<file path="src/rtl/ps2_host_tx_if.sv">
// Command-side handshake between a byte source and the PS/2 host transmitter.
// The source owns valid/data; the transmitter owns ready, completion and busy.
interface ps2_host_tx_if;
   logic       tx_valid;
   logic [7:0] tx_data;
   logic       tx_ready;
   logic       tx_done;
   logic       tx_error;
   logic       busy;

   modport master (output tx_valid, output tx_data,
                   input  tx_ready, input tx_done, input tx_error, input busy);
   modport slave  (input  tx_valid, input tx_data,
                   output tx_ready, output tx_done, output tx_error, output busy);
endinterface

</file>
<file path="src/rtl/ps2_host_tx.sv">
// PS/2 host-to-device byte transmitter: inhibit, start request, device-clocked
// data/parity/stop, ACK check and bus-idle wait, with first-edge/bit timeouts.
module ps2_host_tx #(
   parameter int INHIBIT_CYCLES     = 10000,
   parameter int FIRST_EDGE_TIMEOUT = 1500000,
   parameter int BIT_TIMEOUT        = 200000,
   parameter int FILTER_LEN         = 8
) (
   input  logic         clk,
   input  logic         rst,
   ps2_host_tx_if.slave cmd,
   input  logic         ps2_clk_in,
   input  logic         ps2_data_in,
   output logic         ps2_clk_drive_low,
   output logic         ps2_data_drive_low
);

   localparam int CNT_MAX_A = (FIRST_EDGE_TIMEOUT > BIT_TIMEOUT) ? FIRST_EDGE_TIMEOUT : BIT_TIMEOUT;
   localparam int CNT_MAX   = (CNT_MAX_A > INHIBIT_CYCLES) ? CNT_MAX_A : INHIBIT_CYCLES;
   localparam int CNT_W     = $clog2(CNT_MAX + 1);
   localparam logic [CNT_W-1:0] INH_LAST  = CNT_W'(INHIBIT_CYCLES - 1);
   localparam logic [CNT_W-1:0] FE_LAST   = CNT_W'(FIRST_EDGE_TIMEOUT - 1);
   localparam logic [CNT_W-1:0] BIT_LAST  = CNT_W'(BIT_TIMEOUT - 1);
   localparam logic [CNT_W-1:0] CNT_SAT   = CNT_W'(CNT_MAX);
   localparam logic [CNT_W-1:0] CNT_ZERO  = {CNT_W{1'b0}};

   typedef enum logic [2:0] {
      ST_IDLE      = 3'd0,
      ST_INHIBIT   = 3'd1,
      ST_REQ       = 3'd2,
      ST_SEND      = 3'd3,
      ST_WAIT_IDLE = 3'd4,
      ST_DONE      = 3'd5,
      ST_ERR       = 3'd6
   } state_t;

   function automatic logic odd_parity(input logic [7:0] d);
      return ~^d;
   endfunction

   logic [1:0]            clk_sync_r, data_sync_r;
   logic [FILTER_LEN-1:0] clk_sh_r;
   logic                  clk_filt_r, clk_filt_d_r;
   logic                  fall_s, data_s;

   state_t           state_r, state_n;
   logic [CNT_W-1:0] cnt_r, cnt_n, cnt_inc_s;
   logic [3:0]       bitcnt_r, bitcnt_n;
   logic [10:0]      frame_r, frame_n;
   logic             ready_r, done_r, error_r, busy_r, clk_drv_r, data_drv_r;
   logic             data_drv_n;

   // Synchronize both lines and debounce the clock line
   always_ff @(posedge clk) begin
      if (rst) begin
         clk_sync_r   <= 2'b11;
         data_sync_r  <= 2'b11;
         clk_sh_r     <= {FILTER_LEN{1'b1}};
         clk_filt_r   <= 1'b1;
         clk_filt_d_r <= 1'b1;
      end else begin
         clk_sync_r   <= {clk_sync_r[0], ps2_clk_in};
         data_sync_r  <= {data_sync_r[0], ps2_data_in};
         clk_sh_r     <= {clk_sh_r[FILTER_LEN-2:0], clk_sync_r[1]};
         clk_filt_d_r <= clk_filt_r;
         if (&clk_sh_r) begin
            clk_filt_r <= 1'b1;
         end else if (~|clk_sh_r) begin
            clk_filt_r <= 1'b0;
         end else begin
            clk_filt_r <= clk_filt_r;
         end
      end
   end

   assign fall_s    = clk_filt_d_r & ~clk_filt_r;
   assign data_s    = data_sync_r[1];
   assign cnt_inc_s = (cnt_r == CNT_SAT) ? cnt_r : cnt_r + {{(CNT_W-1){1'b0}}, 1'b1};

   // Next-state, counter, bit index and frame computation
   always_comb begin
      state_n  = state_r;
      cnt_n    = cnt_inc_s;
      bitcnt_n = bitcnt_r;
      frame_n  = frame_r;
      case (state_r)
         ST_IDLE: begin
            cnt_n = CNT_ZERO;
            if (cmd.tx_valid && ready_r) begin
               state_n = ST_INHIBIT;
               frame_n = {1'b1, odd_parity(cmd.tx_data), cmd.tx_data, 1'b0};
            end else begin
               state_n = ST_IDLE;
            end
         end
         ST_INHIBIT: begin
            if (cnt_r == INH_LAST) begin
               state_n = ST_REQ;
            end else begin
               state_n = ST_INHIBIT;
            end
         end
         ST_REQ: begin
            state_n  = ST_SEND;
            bitcnt_n = 4'd0;
            cnt_n    = CNT_ZERO;
         end
         ST_SEND: begin
            // Data advances on each device fall, so it settles while the clock is low
            if (fall_s) begin
               cnt_n = CNT_ZERO;
               if (bitcnt_r == 4'd10) begin
                  state_n = data_s ? ST_ERR : ST_WAIT_IDLE;
               end else begin
                  bitcnt_n = bitcnt_r + 4'd1;
               end
            end else if ((bitcnt_r == 4'd0) && (cnt_r == FE_LAST)) begin
               state_n = ST_ERR;
            end else if ((bitcnt_r != 4'd0) && (cnt_r == BIT_LAST)) begin
               state_n = ST_ERR;
            end else begin
               state_n = ST_SEND;
            end
         end
         ST_WAIT_IDLE: begin
            if (clk_filt_r && data_s) begin
               state_n = ST_DONE;
            end else if (cnt_r == BIT_LAST) begin
               state_n = ST_ERR;
            end else begin
               state_n = ST_WAIT_IDLE;
            end
         end
         ST_DONE:  state_n = ST_IDLE;
         ST_ERR:   state_n = ST_IDLE;
         default:  state_n = ST_IDLE;
      endcase
   end

   // Data line drive for the upcoming state
   always_comb begin
      data_drv_n = 1'b0;
      if (state_n == ST_REQ) begin
         data_drv_n = 1'b1;
      end else if (state_n == ST_SEND) begin
         data_drv_n = ~frame_n[bitcnt_n];
      end else begin
         data_drv_n = 1'b0;
      end
   end

   // State register with registered outputs decoded from the next state
   always_ff @(posedge clk) begin
      if (rst) begin
         state_r    <= ST_IDLE;
         cnt_r      <= CNT_ZERO;
         bitcnt_r   <= 4'd0;
         frame_r    <= 11'd0;
         ready_r    <= 1'b1;
         done_r     <= 1'b0;
         error_r    <= 1'b0;
         busy_r     <= 1'b0;
         clk_drv_r  <= 1'b0;
         data_drv_r <= 1'b0;
      end else begin
         state_r    <= state_n;
         cnt_r      <= cnt_n;
         bitcnt_r   <= bitcnt_n;
         frame_r    <= frame_n;
         ready_r    <= (state_n == ST_IDLE);
         done_r     <= (state_n == ST_DONE);
         error_r    <= (state_n == ST_ERR);
         busy_r     <= (state_n != ST_IDLE);
         clk_drv_r  <= (state_n == ST_INHIBIT) || (state_n == ST_REQ);
         data_drv_r <= data_drv_n;
      end
   end

   assign cmd.tx_ready       = ready_r;
   assign cmd.tx_done        = done_r;
   assign cmd.tx_error       = error_r;
   assign cmd.busy           = busy_r;
   assign ps2_clk_drive_low  = clk_drv_r;
   assign ps2_data_drive_low = data_drv_r;

endmodule

</file>
<file path="src/flat_wrapper.sv">
// flat-port wrapper written by rule: the top's interface ports become plain ports
module ps2_host_tx_flat 
#(
   parameter int INHIBIT_CYCLES     = 10000,
   parameter int FIRST_EDGE_TIMEOUT = 1500000,
   parameter int BIT_TIMEOUT        = 200000,
   parameter int FILTER_LEN         = 8
)
  (clk, rst, ps2_clk_in, ps2_data_in, ps2_clk_drive_low, ps2_data_drive_low, cmd_tx_valid, cmd_tx_data, cmd_tx_ready, cmd_tx_done, cmd_tx_error, cmd_busy);
  ps2_host_tx_if cmd_i ();
  input  logic clk;
  input  logic rst;
  input  logic ps2_clk_in;
  input  logic ps2_data_in;
  output logic ps2_clk_drive_low;
  output logic ps2_data_drive_low;
  input wire logic [$bits(cmd_i.tx_valid)-1:0] cmd_tx_valid;
  input wire logic [$bits(cmd_i.tx_data)-1:0] cmd_tx_data;
  output wire logic [$bits(cmd_i.tx_ready)-1:0] cmd_tx_ready;
  output wire logic [$bits(cmd_i.tx_done)-1:0] cmd_tx_done;
  output wire logic [$bits(cmd_i.tx_error)-1:0] cmd_tx_error;
  output wire logic [$bits(cmd_i.busy)-1:0] cmd_busy;
  assign cmd_i.tx_valid = cmd_tx_valid;
  assign cmd_i.tx_data = cmd_tx_data;
  assign cmd_tx_ready = cmd_i.tx_ready;
  assign cmd_tx_done = cmd_i.tx_done;
  assign cmd_tx_error = cmd_i.tx_error;
  assign cmd_busy = cmd_i.busy;
  ps2_host_tx #(.INHIBIT_CYCLES(INHIBIT_CYCLES), .FIRST_EDGE_TIMEOUT(FIRST_EDGE_TIMEOUT), .BIT_TIMEOUT(BIT_TIMEOUT), .FILTER_LEN(FILTER_LEN)) u_core (.clk(clk), .rst(rst), .cmd(cmd_i), .ps2_clk_in(ps2_clk_in), .ps2_data_in(ps2_data_in), .ps2_clk_drive_low(ps2_clk_drive_low), .ps2_data_drive_low(ps2_data_drive_low));
endmodule
</file>
<file path="config.mk">
export PLATFORM = sky130hd
export DESIGN_NAME = ps2_host_tx_flat
export DESIGN_NICKNAME = d
export VERILOG_FILES = /design/src/rtl/ps2_host_tx_if.sv /design/src/rtl/ps2_host_tx.sv /design/src/flat_wrapper.sv
export SDC_FILE = /design/constraint.sdc
export NUM_CORES = 1
export LEC_CHECK = 0
export ABC_AREA = 0
export ABC_CLOCK_PERIOD_IN_PS = 5050
export CORE_ASPECT_RATIO = 0.5
export CORE_MARGIN = 10
export CORE_UTILIZATION = 41
export DETAILED_ROUTE_END_ITERATION = 16
export PLACE_DENSITY = 0.6
export SLEW_MARGIN = 20
export SYNTH_ARGS = -nofsm -noshare
export SYNTH_HDL_FRONTEND = slang
export SYNTH_SLANG_ARGS = --single-unit
</file>
<file path="constraint.sdc">
create_clock -name clk -period 5.05 [get_ports clk]
set_input_delay 1.01 -clock clk [delete_from_list [all_inputs] [get_ports clk]]
set_output_delay 1.01 -clock clk [all_outputs]
set_load 0.05 [all_outputs]
</file>
==> results of run 1 <==
[registers in the layout, indices dropped and copies added (netlist names), 2 cells and up]
name                flops
u_core.bitcnt_r         4
u_core.clk_sync_r       2
u_core.clk_sh_r         8
u_core.state_r          3
u_core.frame_r         11
u_core.cnt_r           21
u_core.data_sync_r      2
[synthesized netlist by cell type (2+ instances only)]
master    count
o41a_1        2
o21ai_0       6
a31oi_1       2
nand3_2       2
or2_2        15
xnor2_1      13
nand3_1      12
nand2b_1      3
ha_1          5
and2_1        2
clkbuf_1      8
a21oi_1      16
mux2i_1       2
nor3b_1       4
inv_1         9
nor4bb_1      3
and4b_1       2
xor2_1       12
or4_1         3
nand4_1       9
nand4b_1      3
a22oi_1       2
mux2_2        6
o31ai_1       2
nor2_1       41
dfxtp_1      59
and3_1        4
nand2_1      39
o41ai_1       2
nor3_1        5
nor2b_1       2
[layer usage]
metal  vias to the layer above  track usage (%)  wire (µm)
met5                         -                0          0
met1                      1066             14.4       2980
met3                         7             4.96        306
met4                         0             3.77         69
met2                        38             17.5       2620
li1                       1175                -          -
[power breakdown]
| group | internal [mW] | total, mW | leakage [nW] | switching (mW) |
|---|---|---|---|---|
| clock network | 0.321 | 0.514 | 0.128 | 0.193 |
| registers | 0.480 | 0.489 | 0.479 | 0.00892 |
| logic | 0.0353 | 0.0849 | 0.544 | 0.0496 |
| total | 0.836 | 1.09 | 1.15 | 0.252 |
[final cells by class]
cell class	count	area, µm²
Fill cell	652	3370
Multi-Input combinational cell	244	1550
Sequential cell	59	1180
Clock buffer	10	229
Timing Repair Buffer	18	175
Tap cell	92	115
Inverter	9	33.8
Clock inverter	4	20.0
[logic make-up (layout without fill, tap and decap cells)]
kind of cell	Yosys count	count (layout)
buf+inv	19	41
simple gates	162	162
compound gates	44	44
flops	59	59
xor+xnor	25	25
fa+ha+maj	5	5
mux	8	8
[placed cells by master, fill, tap and decap left out, drive strengths merged, types with 4 or more instances in the layout]
master         instances
ha                     5
nor2                  41
and3                   4
o21ai                  6
nand2                 39
clkinv                 4
or2                   15
nand3                 14
inv                    9
nand4                  9
or4                    4
nor3                   5
xnor2                 13
clkbuf                10
nor3b                  4
nand2b                 4
mux2                   6
a21oi                 16
xor2                  12
dfxtp                 59
clkdlybuf4s50         17
[per-stage QoR]
step,std cells,utilization (%)
2_1_floorplan,322,-
3_3_place_gp,422,45.9
3_5_place_dp,422,45.9
4_1_cts,436,49.6
5_1_grt,436,49.5
6_report,436,49.5
[worst max-delay path by stage]
stage,endpoint,depth (start not counted),start,slack (ps)
6_report,u_core.ps2_data_drive_low$_SDFF_PP0_,7,cmd_tx_valid,2220
5_1_grt,u_core.ps2_data_drive_low$_SDFF_PP0_,6,cmd_tx_valid,1960
4_1_cts,u_core.ps2_data_drive_low$_SDFF_PP0_,8,cmd_tx_data[6],2230
3_5_place_dp,u_core.ps2_data_drive_low$_SDFF_PP0_,8,cmd_tx_data[6],1900
3_3_place_gp,u_core.ps2_data_drive_low$_SDFF_PP0_,7,cmd_tx_valid,1920
2_1_floorplan,u_core.ps2_data_drive_low$_SDFF_PP0_,7,cmd_tx_data[4],2520
==> flow_summary.toml, run 1 <==
[worst_setup_path]
cp_data_required_time_ps = 5250
rr_startpoint = "u_core.bitcnt_r[0]$_SDFF_PP0_"
critPathBufInv = 1
critPathCaptureType = "flip-flop"
crit_chain = "clkdlybuf4s50_1 > and2_0 > a211o_1 > o41a_1 > or4b_4 > o211ai_2 > a21oi_1"
rrSetupSlack_ps = 2400
critPathMaxFanout = 14
max_stage_delay_ps = 570
r2r-end = "u_core.ps2_data_drive_low$_SDFF_PP0_"
crit_family = "simple AND/OR/NAND/NOR gates"
reg2reg_depth = 9
cp.arrival_ps = 3030
cp_slowest_cell = "and2_0"
crit_path_start_kind = "input pin"
crit_type = "in -> reg"

[placed_design]
dp_hpwl_um = 4210
port_buffers = 18
pre_cts_ws_ps = 1900
placed_area_um2 = 3060
gp_congestion = 0.846

[die]
die_area_um2 = 10800
start_util_pct = 42.1
core_um2 = 6670
die_w_um = 137
ios = 19
die_h_um = 78.6
rows = 21

[clock_network]
cts_hold_buf = 0
cts-htree-levels = 3
cts.sinks = 59
cts_resized = 0
clk_pin_slew_ps = 50
cts_tree = "yes"
numCtsBuffers = 9
cts_setup_buffers = 0
root_buffer = "clkbuf_16"
clock_latency_ps = 320
ctsLongestPathBuffers = 2

[power]
leakage_nw = 1.15
ir_worst_vdd_mv = 0.142
p_per_area_nw_per_um2 = 329
power_mw = 1.09

[sta]
fin_ws_ps = 2220
rsz0062_at_grt = "false"
tns_ps = 0
setup_viol = 0
holdWs_ps = 400
finalClockSkew_ps = 5.75
period_share_pct = 56.1
tightest_slew_ps = 683
drv_slew = 0
max_freq_mhz = 353
hold_violations = 0
fin_crit_ps = 2830
maxSlewHeadroom_pct = 54.4

[yosys]
synth_top_family_by_area = "simple AND/OR/NAND/NOR gates"
synth_compound_area_share_pct = 10.7
yosysWarnings = 0
synthXorXnorAreaFrac_pct = 7.79
syn_avg_cell_area_um2 = 8.73
synth.cell_area_um2 = 2810
yosys.area_share.simple_pct = 31.3
yosys-top-cells-area = "dfxtp_1, nor2_1, nand2_1"
synth_cells = 322
ys_seq_area_share_pct = 42.0
yosysTopAreaCell = "dfxtp_1"
synthMuxAreaShare_pct = 3.12
synthAdderAreaFrac_pct = 2.23
synth_flop_cell = "dfxtp_1"
synth_edf_count = 0
ys_ff_latch = 59
yosysTopAreaCellShare_pct = 42.0
async_reset_ff_share_pct = 0
synth_cell_types = 58
synth_nets = 340

[finish]
nNetsFinal = 359
stdcell_area_um2 = 3300
drive_above_1_share_pct = 12.8
n_antenna_cell = 0
syn2layout_area_growth_pct = 17.5

[hold_path]
whs_path_depth = 1
hold_path_class = "reg -> reg"
holdCritStartpoint = "u_core.clk_sync_r[1]$_SDFF_PP1_"
min_to = "u_core.clk_sh_r[0]$_SDFF_PP1_"

[route]
vias_per_cell = 5.24
num_vias = 2286
ant_nets = 0
wl_per_cell_um = 13.7
first_pass_iters = 4
wl_um = 5980
first_iter_violations = 134
drc = 0

[global_routing]
grt.overflow.total = 0
grt_usage_pct = 11.5
grt_pass1_vias = 2172
grt_first_pass_wirelength_um = 10200
grt_antenna_before_repair = 0
grt_max_degree = 35

[job]
max_cap_viol_count = 0

[status]
outcome = "complete, no violations"
No activity file was read; power rests on OpenSTA's default activity.
==> inputs of run 2 (changes only) <==
--- a/config.mk
+++ b/config.mk
@@ -6,12 +6,12 @@
 export NUM_CORES = 1
 export LEC_CHECK = 0
 export ABC_AREA = 0
-export ABC_CLOCK_PERIOD_IN_PS = 5050
+export ABC_CLOCK_PERIOD_IN_PS = 2300
 export CORE_ASPECT_RATIO = 0.5
 export CORE_MARGIN = 10
 export CORE_UTILIZATION = 41
 export DETAILED_ROUTE_END_ITERATION = 16
-export PLACE_DENSITY = 0.6
+export PLACE_DENSITY = 0.62
 export SLEW_MARGIN = 20
 export SYNTH_ARGS = -nofsm -noshare
 export SYNTH_HDL_FRONTEND = slang
==> constraint.sdc (replaced) <==
create_clock -name clk -period 2.3 [get_ports clk]
set_input_delay 0.46 -clock clk [delete_from_list [all_inputs] [get_ports clk]]
set_output_delay 0.46 -clock clk [all_outputs]
set_load 0.05 [all_outputs]
==> run 2 against run 1 <==
Against the previous run:
- largest cell class unchanged
- critical path type is now reg -> reg
- cell count rose by 8.3%
- wire length grew 6.9%
- core utilization is 5.5 points higher
- first-iteration DRC count up 17%
- highest routed layer unchanged
==> flow_summary.toml, run 2 (same netlist as run 1, synthesis figures left out) <==
[sta]
tightest_slew_ps = 502
finalClockSkew_ps = 5.36
fin_crit_ps = 2280
rsz0062_at_grt = "true"
tns_ps = 0
drv_slew = 0
maxSlewHeadroom_pct = 66.4
hold_violations = 0
fin_ws_ps = 20.3
max_freq_mhz = 439
holdWs_ps = 409
period_share_pct = 99.1
setup_viol = 0

[die]
rows = 21
ios = 19
die_area_um2 = 10800
die_h_um = 78.6
die_w_um = 137
core_um2 = 6670
start_util_pct = 42.1

[clock_network]
clock_latency_ps = 320
root_buffer = "clkbuf_16"
cts_hold_buf = 0
cts.sinks = 59
ctsLongestPathBuffers = 2
clk_pin_slew_ps = 50
cts-htree-levels = 3
cts_tree = "yes"
numCtsBuffers = 9

[route]
wl_um = 6400
first_iter_violations = 157
num_vias = 2436
drc = 0
wl_per_cell_um = 13.6
first_pass_iters = 4
vias_per_cell = 5.16
ant_nets = 0

[power]
ir_worst_vdd_mv = 0.440
power_mw = 2.48
p_per_area_nw_per_um2 = 675
leakage_nw = 1.35

[worst_setup_path]
critPathMaxFanout = 6
cp_data_required_time_ps = 2500
cp_slowest_cell = "or4b_4"
crit_type = "reg -> reg"
crit_chain = "inv_2 > ha_2 > and3b_2 > or4_4 > nand3_4 > o41a_1 > or4b_4 > o211ai_2 > a21oi_1"
critPathCaptureType = "flip-flop"
crit_path_start_kind = "flip-flop"
crit_family = "simple AND/OR/NAND/NOR gates"
critPathBufInv = 1
cp.arrival_ps = 2480
max_stage_delay_ps = 460

[placed_design]
dp_cells = 455
pre_cts_ws_ps = -298
placed_area_um2 = 3320
dp_hpwl_um = 4640
gp_congestion = 0.887
port_buffers = 18

[finish]
drive_above_1_share_pct = 24.7
nNetsFinal = 395
largest_reg_flops = 21
final_common_cell = "dfxtp_1"
reg.largest.list = "u_core.cnt_r (21), u_core.frame_r (11), u_core.clk_sh_r (8)"
syn2layout_area_growth_pct = 30.7
max_flop_register = "u_core.cnt_r"
fin_util_pct = 55.1
final_cell_mix = "dfxtp_1, nor2_1, nand2_1"
stdcell_area_um2 = 3670
instances_no_fill = 472
n_antenna_cell = 0

[hold_path]
hold_path_class = "reg -> reg"

[global_routing]
grt_usage_pct = 12.5
grt_antenna_before_repair = 0
grt_max_degree = 22
grt_first_pass_wirelength_um = 11100
grt.overflow.total = 0
grt_pass1_vias = 2464

[job]
max_cap_viol_count = 0

[status]
outcome = "complete, no violations"
run 2: cell types whose count changed in the layout (fill, tap and decap cells not counted), moves of 2 or more:
cell / delta
ha_2: +2
clkbuf_8: +2
mux2_2: -2
ha_1: -2
nor3_2: +2
buf_4: +35
mux2_4: +2
nor3_1: -2
run 2: what timing repair did:
| item | 4_1_cts | 5_1_grt |
|---|---|---|
| endpoints found under the setup margin | 1 | 7 |
| gates resized for setup | 1 | 17 |
| pin swaps | 0 | 5 |
| buffers inserted | 0 | 3 |
run 2: routing by layer:
metal  vias up  GRT usage [%]  share of wire, %
li1       1240              -                 -
met1      1148           14.8                48
met2        37           19.9                46
met3        11           4.13               4.5
met4         0           6.28               2.0
met5         -              0                 0
run 2: worst paths after layout:
kind	from	end	slack, ps	depth (start not counted)
hold reg to reg	u_core.clk_sync_r[1]$_SDFF_PP1_	u_core.clk_sh_r[0]$_SDFF_PP1_	410	1
hold / removal	u_core.clk_sync_r[1]$_SDFF_PP1_	u_core.clk_sh_r[0]$_SDFF_PP1_	410	1
setup reg to reg	u_core.bitcnt_r[0]$_SDFF_PP0_	u_core.ps2_data_drive_low$_SDFF_PP0_	20	9
setup / recovery	u_core.bitcnt_r[0]$_SDFF_PP0_	u_core.ps2_data_drive_low$_SDFF_PP0_	20	9
run 2: where the power goes:
part,internal (mW),switching (mW)
clock,0.766,0.418
combinational,0.103,0.126
sequential,1.05,0.0135
total,1.92,0.557
run 2: final cells by class:
| class | count | area, µm² |
|---|---|---|
| clock buffer | 11 | 253 |
| clock inverter | 3 | 15.0 |
| fill | 606 | 3000 |
| inverter | 9 | 33.8 |
| multi-input combinational | 244 | 1610 |
| sequential | 59 | 1180 |
| tap | 92 | 115 |
| timing repair buffer | 54 | 463 |
==> inputs of run 3 (changes only) <==
--- a/config.mk
+++ b/config.mk
@@ -7,11 +7,13 @@
 export LEC_CHECK = 0
 export ABC_AREA = 0
 export ABC_CLOCK_PERIOD_IN_PS = 2300
+export CELL_PAD_IN_SITES_DETAIL_PLACEMENT = 1
+export CELL_PAD_IN_SITES_GLOBAL_PLACEMENT = 2
 export CORE_ASPECT_RATIO = 0.5
 export CORE_MARGIN = 10
-export CORE_UTILIZATION = 41
+export CORE_UTILIZATION = 33
 export DETAILED_ROUTE_END_ITERATION = 16
-export PLACE_DENSITY = 0.62
+export PLACE_DENSITY_LB_ADDON = 0.1
 export SLEW_MARGIN = 20
 export SYNTH_ARGS = -nofsm -noshare
 export SYNTH_HDL_FRONTEND = slang
==> run 3 against run 2 <==
Against the previous run:
- the flow now finishes with violations (setup timing)
- sequential share of layout area down 1.2 points
- cell area rose by 3.9%
- cell count is 7.0% higher
- combinational power increased by 5%
- sequential power hardly changed
- largest cell class unchanged
- first-iteration DRC count shrank 42%
- setup slack got worse by 95 ps
- wire length increased by 23%
- maximum frequency is 4.0% lower
- flip-flop and latch count did not move
==> flow_summary.toml, run 3 (same netlist as run 1, synthesis figures left out) <==
[finish]
instances_no_fill = 505
final_cell_mix = "dfxtp_1, buf_4, nor2_1"
syn2layout_area_growth_pct = 35.8
reg.largest.list = "u_core.cnt_r (21), u_core.frame_r (11), u_core.clk_sh_r (8)"
stdcell_area_um2 = 3820
final_common_cell = "dfxtp_1"
max_flop_register = "u_core.cnt_r"
drive_above_1_share_pct = 27.2
largest_reg_flops = 21
nNetsFinal = 406
n_antenna_cell = 0

[power]
p_per_area_nw_per_um2 = 688
power_mw = 2.63
leakage_nw = 1.42
ir_worst_vdd_mv = 0.429

[worst_setup_path]
crit_end = "u_core.ps2_data_drive_low$_SDFF_PP0_"
cp.arrival_ps = 2630
cp_data_required_time_ps = 2560
critPathCaptureType = "flip-flop"
crit_path_start_kind = "flip-flop"
crit_start = "u_core.bitcnt_r[0]$_SDFF_PP0_"
reg2reg_depth = 10
crit_type = "reg -> reg"
r2r-end = "u_core.ps2_data_drive_low$_SDFF_PP0_"
rrSetupSlack_ps = -70
critPathMaxFanout = 7
rr_startpoint = "u_core.bitcnt_r[0]$_SDFF_PP0_"

[sta]
rsz0062_at_grt = "true"
maxSlewHeadroom_pct = 62.9
period_share_pct = 103
finalClockSkew_ps = 5.33
drv_slew = 0
max_freq_mhz = 421
setup_viol = 1
fin_crit_ps = 2370
fin_ws_ps = -74.8
tightest_slew_ps = 555
hold_violations = 0

[placed_design]
gp_congestion = 0.828
pre_cts_ws_ps = -297
dp_cells = 485
placed_area_um2 = 3420
dp_hpwl_um = 5730
port_buffers = 18

[route]
num_vias = 2514
wl_per_cell_um = 15.5
first_pass_iters = 4
drc = 0
first_iter_violations = 91
ant_nets = 0
wl_um = 7850
vias_per_cell = 4.98

[die]
die_area_um2 = 12800
ios = 19
rows = 23
die_h_um = 85.3
core_um2 = 8140
die_w_um = 151
start_util_pct = 34.5

[clock_network]
cts.sinks = 59
root_buffer = "clkbuf_16"
numCtsBuffers = 9
cts-htree-levels = 3
clk_pin_slew_ps = 50
ctsLongestPathBuffers = 2
clock_latency_ps = 320
cts_hold_buf = 0
cts_tree = "yes"

[global_routing]
grt_pass1_vias = 2647
grt.overflow.total = 0
grt_max_degree = 28
grt_antenna_before_repair = 0
grt_usage_pct = 12.9
grt_first_pass_wirelength_um = 13200

[hold_path]
hold_path_class = "reg -> reg"

[job]
max_cap_viol_count = 0

[status]
outcome = "finished with violations"
failed_checks = "setup timing"
==> run 3: area by class of cell <==
type | instances | area (µm²)
clock buffer | 11 | 243
clock inverter | 5 | 52.6
fill | 976 | 4330
inverter | 9 | 33.8
multi-input combinational | 244 | 1620
sequential | 59 | 1180
tap | 112 | 140
timing repair buffer | 65 | 549
==> run 3: repair_timing <==
action	in CTS	in global routing
setup buffers	0	4
pin swaps	1	7
endpoints found under the hold margin	0	0
resized for setup	3	17
endpoints found under the setup margin	2	6
==> run 3: worst min path at each step <==
stage | from | endpoint | slack, ps | cells past startpoint
6_report | u_core.data_sync_r[0]$_SDFF_PP1_ | u_core.data_sync_r[1]$_SDFF_PP1_ | 410 | 1
3_3_place_gp | u_core.clk_sync_r[1]$_SDFF_PP1_ | u_core.clk_sh_r[0]$_SDFF_PP1_ | 390 | 1
5_1_grt | u_core.data_sync_r[0]$_SDFF_PP1_ | u_core.data_sync_r[1]$_SDFF_PP1_ | 430 | 1
3_5_place_dp | u_core.data_sync_r[0]$_SDFF_PP1_ | u_core.data_sync_r[1]$_SDFF_PP1_ | 400 | 1
2_1_floorplan | u_core.clk_sync_r[1]$_SDFF_PP1_ | u_core.clk_sh_r[0]$_SDFF_PP1_ | 390 | 1
4_1_cts | u_core.data_sync_r[0]$_SDFF_PP1_ | u_core.data_sync_r[1]$_SDFF_PP1_ | 420 | 1
==> run 3: report_power, final <==
part | switching [mW] | total [mW] | leakage (nW) | internal, mW
clock | 0.459 | 1.32 | 0.145 | 0.861
sequential | 0.0139 | 1.07 | 0.480 | 1.05
combinational | 0.133 | 0.240 | 0.794 | 0.107
==> run 3: through the flow <==
stage | hold WS [ps] | TNS [ps] | utilization [%]
4_1_cts | 417 | -22.8 | 45.8
2_1_floorplan | 389 | 0 | -
5_1_grt | 428 | -172 | 46.9
6_report | 411 | -74.8 | 46.9
3_5_place_dp | 403 | -325 | 42.0
3_3_place_gp | 392 | -243 | 42.0
==> run 3: metal layers <==
layer | share of wire, % | track usage, %
met5 | 0 | 0
met4 | 1.2 | 4.47
met3 | 3.7 | 3.92
met2 | 46 | 21.0
met1 | 49 | 15.7
==> run 3: critical path: stages, from the launching register on <==
cell     delay, ps
dfxtp_2        330
inv_2           40
ha_2           160
and3b_2        240
or4_4          510
nand3_4        140
buf_12         140
mux2_4         300
nor3_2         210
o31ai_2         90
a21oi_2        140
